### config.mk
export PLATFORM = sky130hd
export DESIGN_NAME = vga_fb_arbiter
export DESIGN_NICKNAME = d
export VERILOG_FILES = /design/src/rtl/vga_pkg.sv /design/src/rtl/vga_wr_fifo.sv /design/src/rtl/vga_fb_arbiter.sv
export SDC_FILE = /design/constraint.sdc
export NUM_CORES = 1
export LEC_CHECK = 0
export ABC_AREA = 0
export BUFFER_PORTS_ARGS = -buffer_cell sky130_fd_sc_hd__buf_4
export CORE_MARGIN = 4
export CORE_UTILIZATION = 50
export DETAILED_ROUTE_END_ITERATION = 10
export PLACE_DENSITY_LB_ADDON = 0.12
export SKIP_LAST_GASP = 1
export SLEW_MARGIN = 20
export SYNTH_ARGS = -nofsm -noshare
export SYNTH_HDL_FRONTEND = slang
export SYNTH_SLANG_ARGS = --single-unit
export TNS_END_PERCENT = 50
### constraint.sdc
create_clock -name clk_25 -period 2.2 [get_ports clk_25]
set_input_delay 0.11 -clock clk_25 [delete_from_list [all_inputs] [get_ports clk_25]]
set_output_delay 0.11 -clock clk_25 [all_outputs]
set_load 0.03 [all_outputs]
### src/rtl/vga_pkg.sv
// Shared VGA framebuffer constants and types.
// Geometry defaults and the per-cycle arbitration decision.
package vga_pkg;

    localparam int FB_W      = 160;
    localparam int FB_H      = 120;
    localparam int DEF_FB_AW = 15;
    localparam int DEF_FB_DW = 3;

    typedef enum logic [1:0] {
        OP_IDLE  = 2'd0,
        OP_READ  = 2'd1,
        OP_WRITE = 2'd2
    } arb_op_e;

    // Linear word address of pixel (x, y) in the row-major framebuffer.
    function automatic logic [DEF_FB_AW-1:0] pix_addr(input int x, input int y);
        return DEF_FB_AW'(y * FB_W + x);
    endfunction

endpackage

### src/rtl/vga_wr_fifo.sv
// Small synchronous FIFO holding pending framebuffer writes (address + pixel).
// The head entry is visible combinationally so the arbiter can pop and issue in one step.
module vga_wr_fifo
    import vga_pkg::*;
#(
    parameter int AW    = DEF_FB_AW,
    parameter int DW    = DEF_FB_DW,
    parameter int DEPTH = 4,
    localparam int PW   = $clog2(DEPTH),
    localparam int LW   = $clog2(DEPTH + 1)
) (
    input  logic          clk_25,
    input  logic          rst_n,
    input  logic          push,
    input  logic [AW-1:0] push_addr,
    input  logic [DW-1:0] push_data,
    input  logic          pop,
    output logic [AW-1:0] head_addr,
    output logic [DW-1:0] head_data,
    output logic          full,
    output logic          empty,
    output logic [LW-1:0] level
);

    logic [AW+DW-1:0] mem [DEPTH];
    logic [PW-1:0]    wr_ptr;
    logic [PW-1:0]    rd_ptr;
    logic             do_push;
    logic             do_pop;

    assign empty   = (level == '0);
    assign full    = (level == LW'(DEPTH));
    assign do_pop  = pop && !empty;
    assign do_push = push && (!full || do_pop);

    always_ff @(posedge clk_25) begin
        if (do_push) begin
            mem[wr_ptr] <= {push_addr, push_data};
        end
    end

    // Pointers wrap naturally because DEPTH is a power of two.
    always_ff @(posedge clk_25 or negedge rst_n) begin
        if (!rst_n) begin
            wr_ptr <= '0;
            rd_ptr <= '0;
            level  <= '0;
        end else begin
            if (do_push) wr_ptr <= wr_ptr + PW'(1);
            if (do_pop)  rd_ptr <= rd_ptr + PW'(1);
            level <= level + LW'(do_push) - LW'(do_pop);
        end
    end

    assign {head_addr, head_data} = mem[rd_ptr];

endmodule

### src/rtl/vga_fb_arbiter.sv
// Single-port framebuffer arbiter: scan-out reads always win, buffered writes
// drain in idle cycles. Reads return with a fixed three-cycle latency.
module vga_fb_arbiter
    import vga_pkg::*;
#(
    parameter int FB_AW    = DEF_FB_AW,
    parameter int FB_DW    = DEF_FB_DW,
    parameter int WF_DEPTH = 4
) (
    input  logic             clk_25,
    input  logic             rst_n,
    input  logic             disp_req,
    input  logic [FB_AW-1:0] disp_addr,
    output logic [FB_DW-1:0] disp_data,
    output logic             disp_valid,
    input  logic             wr_valid,
    output logic             wr_ready,
    input  logic [FB_AW-1:0] wr_addr,
    input  logic [FB_DW-1:0] wr_data,
    output logic             ram_en,
    output logic             ram_we,
    output logic [FB_AW-1:0] ram_addr,
    output logic [FB_DW-1:0] ram_wdata,
    input  logic [FB_DW-1:0] ram_rdata,
    output logic [2:0]       wf_level,
    output logic [15:0]      wr_stall_cnt
);

    localparam int LW = $clog2(WF_DEPTH + 1);

    logic [FB_AW-1:0] head_addr;
    logic [FB_DW-1:0] head_data;
    logic             fifo_full;
    logic             fifo_empty;
    logic [LW-1:0]    level;
    logic [LW-1:0]    level_next;
    logic             push;
    logic             pop;
    logic             rd_stage2;
    arb_op_e          op;

    assign push = wr_valid && wr_ready && !fifo_full;
    assign pop  = (op == OP_WRITE);

    vga_wr_fifo #(
        .AW    (FB_AW),
        .DW    (FB_DW),
        .DEPTH (WF_DEPTH)
    ) u_wr_fifo (
        .clk_25    (clk_25),
        .rst_n     (rst_n),
        .push      (push),
        .push_addr (wr_addr),
        .push_data (wr_data),
        .pop       (pop),
        .head_addr (head_addr),
        .head_data (head_data),
        .full      (fifo_full),
        .empty     (fifo_empty),
        .level     (level)
    );

    // Scan-out has absolute priority; writes only use cycles the display leaves free.
    always_comb begin
        op = OP_IDLE;
        if (disp_req) begin
            op = OP_READ;
        end else if (!fifo_empty) begin
            op = OP_WRITE;
        end
    end

    always_comb begin
        level_next = level;
        if (push && !pop) begin
            level_next = level + LW'(1);
        end else if (pop && !push) begin
            level_next = level - LW'(1);
        end
    end

    always_ff @(posedge clk_25 or negedge rst_n) begin
        if (!rst_n) begin
            ram_en    <= 1'b0;
            ram_we    <= 1'b0;
            ram_addr  <= '0;
            ram_wdata <= '0;
        end else begin
            ram_en <= (op != OP_IDLE);
            ram_we <= (op == OP_WRITE);
            case (op)
                OP_READ: begin
                    ram_addr <= disp_addr;
                end
                OP_WRITE: begin
                    ram_addr  <= head_addr;
                    ram_wdata <= head_data;
                end
                default: begin
                end
            endcase
        end
    end

    // A read command on the RAM port returns data next cycle, captured one cycle later.
    always_ff @(posedge clk_25 or negedge rst_n) begin
        if (!rst_n) begin
            rd_stage2  <= 1'b0;
            disp_valid <= 1'b0;
            disp_data  <= '0;
        end else begin
            rd_stage2  <= ram_en && !ram_we;
            disp_valid <= rd_stage2;
            if (rd_stage2) begin
                disp_data <= ram_rdata;
            end
        end
    end

    always_ff @(posedge clk_25 or negedge rst_n) begin
        if (!rst_n) begin
            wr_ready     <= 1'b0;
            wr_stall_cnt <= '0;
        end else begin
            wr_ready <= (level_next < LW'(WF_DEPTH));
            if (wr_valid && !wr_ready && (wr_stall_cnt != 16'hFFFF)) begin
                wr_stall_cnt <= wr_stall_cnt + 16'd1;
            end
        end
    end

    assign wf_level = 3'(level);

endmodule

# == Word level (Yosys, flattened, before mapping) ==
# Memory sizes are Yosys's and may differ from the RTL's.
# Cells that the tools add are included.
# totals
register_bits,49
ramBits,72
input_bits,40
out_inout_bits,44
elab_cells,51
memories,1
# mem_list
name,words,word_bits,rd,rd_clocked_by_memory_dff,write_ports,line,text
u_wr_fifo.mem,4,18,1,0,1,vga_wr_fifo.sv:25,logic [AW+DW-1:0] mem [DEPTH];
# op_classes
addsub,7
order_cmp,1
n_eq_ne,4
n_mux,7
n_reduce_logical,19
# op_table
operator,count
15-bit case mux with 2 select lines,1
"16-bit by 1-bit adder with 16-bit output, second input constant",1
"16-bit != test, second input constant",1
1-bit logical AND,9
1-bit logical NOT,6
3-bit 2-to-1 mux,2
"2-bit by 1-bit adder with 2-bit output, second input constant",2
2-bit 2-to-1 mux,2
2-bit nonzero test,2
3-bit by 1-bit adder with 3-bit output,1
"3-bit by 1-bit adder with 3-bit output, second input constant",1
"3-bit equality test, second input constant",1
3-bit logical NOT,1
"3-bit < comparator, second input constant",1
3-bit by 1-bit subtractor with 3-bit output,1
"3-bit by 1-bit subtractor with 3-bit output, second input constant",1
"2-bit by 1-bit equality test with 1-bit output, second input constant",1
"2-bit equality test, second input constant",1
1-bit 2-to-1 mux,2
1-bit logical OR,1

# == Logic depth before layout (Yosys ltp) ==
# Gate-level depths: netlist (run 1).
# depth
depth_word,9
mapped_depth,12
mapped_depth_nobuf,10

# == Modules after synthesis ==
# From an unflattened synthesis (run 1), not the netlist that was laid out.
# hier_totals
hier_cells,299
area_unflattened_um2,4934.7
# by_module_without_submodules
mod,n_inst,cells_per_inst,area_per_inst_um2,seq_area_each_um2
vga_wr_fifo,1,129,3017.9,2337.2
vga_fb_arbiter,1,170,1916.8,1051.0

# == Worst setup path after synthesis (run 1) ==
# OpenSTA, ideal clock, no wires.
# synth_path
path_type,register -> register
startpoint,register u_wr_fifo.level[2]
endpoint,register u_wr_fifo.level[2]
setup_time_ps,123
t_arrival_ps,2435
t_required_ps,2077
setup_slack_ps,-358
path_stages_with_launch,13
n_path_buf,2
period_less_slack_ps,2558
cell_sequence,dfrtp_1 -> clkbuf_2 -> nor3_1 -> or2_2 -> buf_2 -> inv_1 -> ha_1 -> inv_1 -> ha_1 -> inv_1 -> fa_1 -> xnor2_1 -> xnor2_1
# synth_between
elab_chain_cells,9
word_cells_on_any_way,13
classes_between,2 x add/sub; 2 x eq/ne; 2 x mux; 7 x reduce/logical
# synth_rtl
element,line,text
"start, declared",vga_wr_fifo.sv:22,output logic [LW-1:0] level
"start signal, assigned",vga_wr_fifo.sv:51,level <= level + LW'(do_push) - LW'(do_pop);
3-bit logical NOT (*),vga_wr_fifo.sv:31,assign empty = (level == '0);
2-bit 2-to-1 mux (*),vga_fb_arbiter.sv:68,end else if (!fifo_empty) begin
2-bit 2-to-1 mux (*),vga_fb_arbiter.sv:66,if (disp_req) begin
2-bit equality test (*),vga_fb_arbiter.sv:43,assign pop = (op == OP_WRITE);
named net pop,vga_fb_arbiter.sv:38,logic pop;
1-bit logical AND (*),vga_wr_fifo.sv:33,assign do_pop = pop && !empty;
1-bit logical OR,vga_wr_fifo.sv:34,assign do_push = push && (!full || do_pop);
1-bit logical AND,vga_wr_fifo.sv:34,
3-bit by 1-bit adder with 3-bit output,vga_wr_fifo.sv:51,
3-bit by 1-bit subtractor with 3-bit output (*),vga_wr_fifo.sv:51,
# The timed path passes the listed nets; every way through them passes the cells marked *.
# A chain may end at the register's enable or synchronous reset.

# == Worst setup path in the final report (run 1) ==
# layout_path
startpoint,register u_wr_fifo.level[0]
endpoint,register u_wr_fifo.level[2]
# The elaborated chain is that of the path after synthesis.

==> flow_metrics.tcl, run 1 <==
set metrics [dict create \
    outcome "complete, no violations" \
    switching_share_pct 31.8 \
    post_drt_wl_per_cell_um 17.8 \
    worst_slew_pin_slew_ps 650 \
    combPwrFrac_pct 31.5 \
    p_int_mw 6.26 \
    finalNonFillerCells 591 \
    layout_commonest_cell "buf_4" \
    core_um2 9330 \
    cts_buffers 17 \
    finalSetupTns_ps 0 \
    grt_pass1_wl_um 17400 \
    hold_slack_ps 54.9 \
    finalInstanceArea_um2 6750 \
    avgSynthCellArea_um2 15.8 \
    placed_area_um2 5740 \
    synthesis.nets 353 \
    dpl_worst_slack_ps 183 \
    synth.cell_area_um2 4820 \
    synth-seq-area-share_pct 70.2 \
    cts_hold_buf 38 \
    cts-root-buf "clkbuf_8" \
    pwr-share-clk_pct 31.9 \
    power_density_nw_per_um2 1360 \
    drive_gt1_share_pct 35.7 \
    clk_pin_slew_worst_paths_ps 50 \
    synth_edf_count 72 \
    initial_utilization_pct 51.7 \
    power_switching_mw 2.92 \
    seq_power_share_pct 36.6 \
    wl_um 10500 \
    final_util_pct 72.4 \
    fmax_ghz 0.495 \
    cts_tree "built" \
    area_growth_pct 39.9 \
    place_inst 521 \
    std_cell_rows 35 \
    n_antenna_cell 0 \
    required_ps 2590 \
    antenna_found_initial 0 \
    p_leak_nw 2.74 \
    first_global_vias 3367 \
    grt_max_degree 50 \
    ir_drop_mv 0.985 \
    drc 0 \
    ys_ff_latch 121 \
    die_x_um 106 \
    hold_viol_final 0 \
    synth_ff_type "edfxtp_1" \
    ant_nets 0 \
    slew_viol_final 0 \
    vias 3098 \
    clk_latency_ps 510 \
    grt_usage_pct 20.5 \
    slew_headroom_pct 56.7 \
    place_congestion 0.802 \
    start_kind "flop" \
    num-fill-cells 602 \
    synthArstFlopShare_pct 40.5 \
    setup_viol 0 \
    drt_pass1_iterations 4 \
    seq_area_um2 3390 \
    gr-total-overflow 0 \
    ys.warnings.count 0 \
    dieArea_um2 11300 \
    critPathArrivalTime_ps 2410 \
    synthDistinctLibCells 34 \
    post_cts_resized 0 \
    hpwl_um 6720 \
    cts_buffer_depth 2 \
    worst_hold_path_type "in2reg" \
    postCtsSetupRepairBufs 0 \
    power_mw 9.18 \
    multiInputGateArea_um2 1400 \
    fin_skew_ps 9.04 \
    syn_inst 305 \
    critPathCaptureType "flop" \
    pin_count 84 \
    drt_iter0_drc 131 \
    nets 497 \
    final_cell_mix "buf_4, edfxtp_1, dfrtp_1, dlygate4sd3_1, nand2_1" \
    rsz0062_at_grt "false" \
    die_y_um 106 \
    max-cap-violations 0 \
    fin_crit_sh_pct 91.9 \
    portBuffers 83 \
    cp_max_fo 6 \
    via_per_inst 5.24 \
    cts_sinks 121 \
    setup_slack_ps 179 \
    fin_crit_ps 2020 \
    htreeDepth 4 \
    crit_type "reg2reg" \
]
==> Yosys cell counts (6+ instances only) <==
master | number | area, um^2
ha_1 | 7 | 87.6
edfxtp_1 | 72 | 2160
xor2_1 | 14 | 123
dfrtp_1 | 49 | 1230
nand4_1 | 6 | 37.5
mux4_2 | 18 | 405
xnor2_1 | 6 | 52.6
nor3_1 | 9 | 45.0
nand2_1 | 32 | 120
o22ai_1 | 15 | 93.8
inv_1 | 10 | 37.5
o21ai_0 | 17 | 85.1
==> path summary, 6_finish.rpt <==
kind                                         startpoint                            to  slack, ps  cells past startpoint
max                        u_wr_fifo.level[0]$_DFF_PN0_  u_wr_fifo.level[2]$_DFF_PN0_        180                     10
min                                            wr_valid            wr_ready$_DFF_PN0_         50                      4
max reg2reg                u_wr_fifo.level[0]$_DFF_PN0_  u_wr_fifo.level[2]$_DFF_PN0_        180                     10
min reg2reg                    ram_wdata[2]$_DFFE_PN0P_      ram_wdata[2]$_DFFE_PN0P_        480                      2
max in group asynchronous                         rst_n  u_wr_fifo.level[2]$_DFF_PN0_       1540                      2
min in group asynchronous                         rst_n  wr_stall_cnt[12]$_DFFE_PN0P_        180                      2
==> layer usage <==
metal / vias to the layer above / global-route usage (%) / wire, um
met2: 107 / 34.6 / 5390
met1: 1536 / 25.6 / 4360
met3: 16 / 5.65 / 590
met5: - / 0 / 0
li1: 1439 / - / -
met4: 0 / 7.31 / 162
==> cell families (layout without fill, tap and decap cells) <==
family,count (synthesis),after routing,synth area share [%]
DFF,121,121,70.2
and+or+nand+nor,78,78,8.58
AOI/OAI and AO/OA,35,35,4.12
muxes,22,22,9.41
buffers and inverters,21,178,1.79
xor gates and xnor gates,20,20,3.63
adders and majority gates,8,8,2.23
==> power groups by stage <==
stage	clock (mW)	combinational (mW)	sequential, mW
after floorplan	0	1.31	3.88
after global routing	3.09	3.12	3.43
final	2.93	2.89	3.36
after detailed placement	0	2.87	3.40
after global placement	0	2.83	3.36
after CTS	2.98	2.94	3.36
==> area by class of cell <==
type                       count  share of cell area [%]
multi-input combinational    163                    20.7
inverter                      10                   0.593
timing repair buffer         136                    16.7
clock buffer                  19                    6.39
tap                          129                    2.39
clock inverter                13                    2.97
sequential                   121                    50.2
==> worst max-delay path, stage by stage, from the launching register on <==
cell	delay (ps)
dfrtp_1	440
nor3_2	80
or2_4	260
inv_4	80
ha_4	190
inv_2	60
ha_4	120
inv_2	30
fa_2	360
xnor2_2	150
xnor2_1	120
==> registers in the layout, summed over array words and instances, names as in the netlist, 2 cells and up <==
register          count
wr_stall_cnt         16
u_wr_fifo.mem        72
disp_data             3
u_wr_fifo.wr_ptr      2
u_wr_fifo.rd_ptr      2
ram_addr             15
ram_wdata             3
u_wr_fifo.level       3
Note: power is estimated with default switching activity, not from simulation.
==> inputs of run 2 (changes only) <==
--- a/config.mk
+++ b/config.mk
@@ -8,7 +8,7 @@
 export ABC_AREA = 0
 export BUFFER_PORTS_ARGS = -buffer_cell sky130_fd_sc_hd__buf_4
 export CORE_MARGIN = 4
-export CORE_UTILIZATION = 50
+export CORE_UTILIZATION = 55
 export DETAILED_ROUTE_END_ITERATION = 10
 export PLACE_DENSITY_LB_ADDON = 0.12
 export SKIP_LAST_GASP = 1
==> constraint.sdc (replaced) <==
create_clock -name clk_25 -period 2.21 [get_ports clk_25]
set_input_delay 0.1105 -clock clk_25 [delete_from_list [all_inputs] [get_ports clk_25]]
set_output_delay 0.1105 -clock clk_25 [all_outputs]
set_load 0.03 [all_outputs]
==> run 2 against run 1 <==
Wire length is 2.6% higher. Clock power is 5% lower. Maximum frequency is 0.12% lower. Core utilization is 7.5 points higher. First-iteration DRC count is 14% higher. Hold slack worse by 9.4 ps. Total power is 1.8% lower. Register-to-register slack hardly changed. Sequential power hardly changed. Global-route usage is 2.2 points higher. Sequential share of layout area is 0.45 points higher. Clock skew is 1.9 ps higher. Critical endpoint unchanged. Largest power group unchanged.
==> flow_metrics.tcl, run 2 (synthesized netlist as in run 1, its figures left out) <==
set metrics [dict create \
    pwr-share-clk_pct 30.8 \
    clk_pin_slew_worst_paths_ps 60 \
    start_kind "flop" \
    post_drt_wl_per_cell_um 19.0 \
    n_antenna_cell 0 \
    initial_utilization_pct 57.6 \
    first_global_vias 3366 \
    p_leak_nw 2.72 \
    crit_type "reg2reg" \
    required_ps 2610 \
    wl_um 10800 \
    portBuffers 83 \
    max-cap-violations 0 \
    slew_viol_final 0 \
    cts_buffers 17 \
    fin_skew_ps 11.0 \
    ir_drop_mv 0.765 \
    worstHoldPathCells 4 \
    reg2regPathDepth 10 \
    cts_buffer_depth 2 \
    nets 497 \
    p_int_mw 6.01 \
    fin_crit_sh_pct 91.6 \
    largest-register "u_wr_fifo.mem" \
    biggestRegsByFlops "u_wr_fifo.mem (72), wr_stall_cnt (16), ram_addr (15)" \
    outcome "complete, no violations" \
    hpwl_um 6490 \
    setup_slack_ps 186 \
    largest_register_ffs 72 \
    whs_endpoint "wr_ready$_DFF_PN0_" \
    switching_share_pct 33.4 \
    final_cell_mix "buf_4, edfxtp_1, dfrtp_1, dlygate4sd3_1, nand2_1" \
    gr-total-overflow 0 \
    die_y_um 102 \
    power_density_nw_per_um2 1350 \
    r2r-start "u_wr_fifo.level[0]$_DFF_PN0_" \
    fmax_ghz 0.494 \
    clk_latency_ps 520 \
    cts_sinks 121 \
    antenna_found_initial 0 \
    post_cts_resized 0 \
    via_per_inst 5.48 \
    cp_max_fo 6 \
    fin_crit_ps 2020 \
    placed_area_um2 5710 \
    combPwrFrac_pct 32.0 \
    dieArea_um2 10300 \
    drt_pass1_iterations 4 \
    cts-root-buf "clkbuf_8" \
    power_switching_mw 3.01 \
    finalInstanceArea_um2 6690 \
    std_cell_rows 33 \
    vias 3106 \
    drc 0 \
    worst_hold_path_type "in2reg" \
    cts_tree "built" \
    grt_usage_pct 22.7 \
    grt_max_degree 50 \
    drt_iter0_drc 149 \
    place_congestion 0.757 \
    seq_power_share_pct 37.2 \
    die_x_um 102 \
    htreeDepth 4 \
    critPathArrivalTime_ps 2430 \
    grt_pass1_wl_um 17100 \
    reg2reg_slack_ps 190 \
    slowest_stage "dfrtp_1" \
    setup_viol 0 \
    hold_viol_final 0 \
    layout_commonest_cell "buf_4" \
    dpl_worst_slack_ps 197 \
    cpPeakStageDelay_ps 450 \
    startpoint "u_wr_fifo.level[0]$_DFF_PN0_" \
    critPathCaptureType "flop" \
    worst_slew_pin_slew_ps 649 \
    slew_headroom_pct 56.7 \
    min_from "wr_valid" \
    core_um2 8380 \
    pin_count 84 \
    ant_nets 0 \
    drive_gt1_share_pct 35.9 \
    area_growth_pct 38.7 \
    rr_endpoint "u_wr_fifo.level[2]$_DFF_PN0_" \
    rsz0062_at_grt "false" \
    cp_cell_sequence "nor3_2, or2_4, inv_4, ha_4, inv_2, ha_4, inv_2, fa_2, xnor2_2, xnor2_1" \
]
-- run 2: through the flow --
step           util [%]  std cells  setup TNS (ps)  hold WS, ps  total power [mW]
3_5_place_dp       68.1        497               0          190              6.22
4_1_cts            79.8        567               0         24.5              9.09
5_1_grt            79.8        567               0         61.4              9.45
3_3_place_gp       68.1        497               0          180              6.13
6_report           79.8        567               0         45.6              9.02
2_1_floorplan         -        305           -36.4         -185              5.16
-- run 2: power groups by stage --
| stage | Sequential [mW] | Clock, mW | Combinational [mW] |
|---|---|---|---|
| floorplan | 3.86 | 0 | 1.30 |
| global placement | 3.35 | 0 | 2.78 |
| detailed placement | 3.37 | 0 | 2.85 |
| CTS | 3.34 | 2.83 | 2.92 |
| global route | 3.41 | 2.93 | 3.11 |
| finish | 3.35 | 2.78 | 2.89 |
-- run 2: cell type report --
class,instances,area [um^2]
clock buffers,18,418
clock inverters,14,184
fillers,468,1690
inverters,10,40.0
multi-input cells,163,1400
flip-flops and latches,121,3390
well taps,105,131
repair buffers,136,1130
-- run 2: critical path, delay by kind of cell (launching register included) --
kind | cells | cell delay [ps]
flops | 1 | 450
buf+inv | 3 | 180
fa+ha+maj | 3 | 680
simple gates | 2 | 330
xor+xnor | 2 | 270
-- run 2: worst max path at each step --
stage	end	slack, ps	cells past startpoint
2_1_floorplan	u_wr_fifo.level[2]$_DFF_PN0_	-40	12
3_3_place_gp	u_wr_fifo.level[2]$_DFF_PN0_	250	10
3_5_place_dp	u_wr_fifo.level[2]$_DFF_PN0_	200	10
4_1_cts	u_wr_fifo.level[2]$_DFF_PN0_	180	10
5_1_grt	u_wr_fifo.level[2]$_DFF_PN0_	90	10
6_report	u_wr_fifo.level[2]$_DFF_PN0_	190	10
-- run 2: timing repair --
item,in CTS,in global routing
buffers inserted,0,0
endpoints found under the hold margin,142,0
hold buffers,38,0
-- run 2: metal layers --
layer / wire length [um] / part of all wire [%] / up-vias / track usage [%]
li1: - / - / 1449 / -
met1: 4280 / 40 / 1530 / 27.9
met2: 5630 / 52 / 106 / 37.8
met3: 653 / 6.1 / 21 / 5.99
met4: 220 / 2.0 / 0 / 10.3
met5: 0 / 0 / - / 0
==> inputs of run 3 (changes only) <==
--- a/config.mk
+++ b/config.mk
@@ -8,7 +8,7 @@
 export ABC_AREA = 0
 export BUFFER_PORTS_ARGS = -buffer_cell sky130_fd_sc_hd__buf_4
 export CORE_MARGIN = 4
-export CORE_UTILIZATION = 55
+export CORE_UTILIZATION = 35
 export DETAILED_ROUTE_END_ITERATION = 10
 export PLACE_DENSITY_LB_ADDON = 0.12
 export SKIP_LAST_GASP = 1
==> run 3 against run 2 <==
Maximum frequency is 0.72% higher. Total power is 0.97% higher. Die area is 52% higher. Non-clock buffer count is 3 lower. Critical path depth stayed put. Highest routed layer unchanged. Register-to-register slack hardly changed.
==> flow_metrics.tcl, run 3 (synthesized netlist as in run 1, its figures left out) <==
set metrics [dict create \
    std_cell_rows 42 \
    die_y_um 125 \
    drc 0 \
    startpoint "u_wr_fifo.level[0]$_DFF_PN0_" \
    vias 3043 \
    post_drt_wl_per_cell_um 17.0 \
    drt_pass1_iterations 4 \
    largest-register "u_wr_fifo.mem" \
    grt_most_used_layer "met2" \
    clk_pin_slew_worst_paths_ps 60 \
    outcome "complete, no violations" \
    multiInputGateArea_um2 1400 \
    gr-total-overflow 0 \
    hold_slack_ps 21.5 \
    htreeDepth 4 \
    grt_usage_pct 14.8 \
    layout_commonest_cell "buf_4" \
    met3_usage_pct 4.61 \
    n_antenna_cell 0 \
    max-cap-violations 0 \
    fin_crit_sh_pct 90.9 \
    hpwl_um 7020 \
    antenna_found_initial 0 \
    num-fill-cells 1182 \
    reg2regPathDepth 10 \
    reg2reg_slack_ps 200 \
    final_util_pct 50.7 \
    cts_buffers 17 \
    slew_viol_final 0 \
    biggestRegsByFlops "u_wr_fifo.mem (72), wr_stall_cnt (16), ram_addr (15)" \
    pin_count 84 \
    cpPeakStageDelay_ps 440 \
    required_ps 2500 \
    grt_pass1_wl_um 17800 \
    rr_endpoint "u_wr_fifo.level[2]$_DFF_PN0_" \
    largest_register_ffs 72 \
    use_met2_pct 24.4 \
    fin_crit_ps 2010 \
    start_kind "flop" \
    fmax_ghz 0.498 \
    r2r-start "u_wr_fifo.level[0]$_DFF_PN0_" \
    critPathArrivalTime_ps 2300 \
    slowest_stage "dfrtp_1" \
    cp_max_fo 6 \
    drt_iter0_drc 174 \
    rsz0062_at_grt "false" \
    worst_hold_path_type "in2reg" \
    critPathCaptureType "flop" \
    cp_cell_sequence "nor3_2, or2_4, inv_4, ha_4, inv_2, ha_4, inv_2, fa_2, xnor2_2, xnor2_1" \
    place_congestion 0.764 \
    seq_area_um2 3390 \
    slew_headroom_pct 55.1 \
    p_leak_nw 2.73 \
    worst-path-buf-inv 3 \
    crit_family "adder cells" \
    ir_drop_mv 1.06 \
    fin_skew_ps 7.43 \
    portBuffers 83 \
    initial_utilization_pct 36.1 \
    core_um2 13300 \
    wl_um 10800 \
    crit_type "reg2reg" \
    ant_nets 0 \
    cts_buffer_depth 2 \
    hold_viol_final 0 \
    via_per_inst 4.79 \
    setup_viol 0 \
    post_cts_resized 0 \
    nets 494 \
    clk_latency_ps 410 \
    cts-root-buf "clkbuf_16" \
    die_x_um 125 \
    met1_usage_pct 18.5 \
    area_growth_pct 40.2 \
    drive_gt1_share_pct 35.9 \
    cts_tree "built" \
    finalSetupTns_ps 0 \
    dieArea_um2 15700 \
    final_cell_mix "buf_4, edfxtp_1, dfrtp_1, dlygate4sd3_1, nand2_1" \
    cp.depth 10 \
    power_density_nw_per_um2 1350 \
    first_global_vias 3269 \
    worst_slew_pin_slew_ps 673 \
    cts_sinks 121 \
    crit_end "u_wr_fifo.level[2]$_DFF_PN0_" \
    grt_max_degree 50 \
]
## run 3: stage by stage
step	setup WS (ps)	cells	total power, mW	area, um^2
after floorplan	-36.4	305	5.16	4890
after global placement	241	570	6.22	5800
after detailed placement	198	570	6.25	5800
after CTS	196	635	9.27	6760
after global routing	74.0	635	9.63	6760
final	201	635	9.11	6760
## run 3: area by class of cell
class                   instances  area share, %
clock inverters                 8           2.09
well taps                     176           3.26
repair buffers                133           16.0
inverters                      10          0.592
flip-flops and latches        121           50.1
multi-input cells             163           20.7
clock buffers                  24           7.27
## run 3: metal layers
layer / vias up / part of all wire [%]
met1: 1507 / 43
li1: 1435 / -
met2: 86 / 50
met5: - / 0
met3: 15 / 5.1
met4: 0 / 1.5
## run 3: worst reg2reg max path, delay by kind of cell, from the launching register on
kind / cells / cell delay, ps
AND/OR/NAND/NOR: 2 / 330
XOR/XNOR: 2 / 270
adder cells (fa/ha/maj): 3 / 680
buffers and inverters: 3 / 190
flip-flops: 1 / 440
## run 3: where the power goes
part           switching [mW]  internal (mW)  total [mW]
Combinational            1.61           1.27        2.89
Sequential              0.313           2.98        3.29
Clock                   0.929           2.00        2.93
Total                    2.86           6.25        9.11
## run 3: worst min-delay path by stage
stage            startpoint                  endpoint  slack, ps  cells past startpoint
5_1_grt        disp_addr[6]   ram_addr[6]$_DFFE_PN0P_         20                      3
2_1_floorplan         rst_n  disp_data[0]$_DFFE_PN0P_       -190                      0
3_5_place_dp          rst_n      disp_valid$_DFF_PN0_        200                      1
3_3_place_gp          rst_n  disp_data[0]$_DFFE_PN0P_        200                      1
6_report       disp_addr[8]   ram_addr[8]$_DFFE_PN0P_         20                      3
4_1_cts        disp_addr[3]   ram_addr[3]$_DFFE_PN0P_         10                      3
## run 3: timing repair
| item | CTS | global route |
|---|---|---|
| hold buffers | 33 | 0 |
| setup buffers | 0 | 0 |
| endpoints found under the hold margin | 135 | 0 |
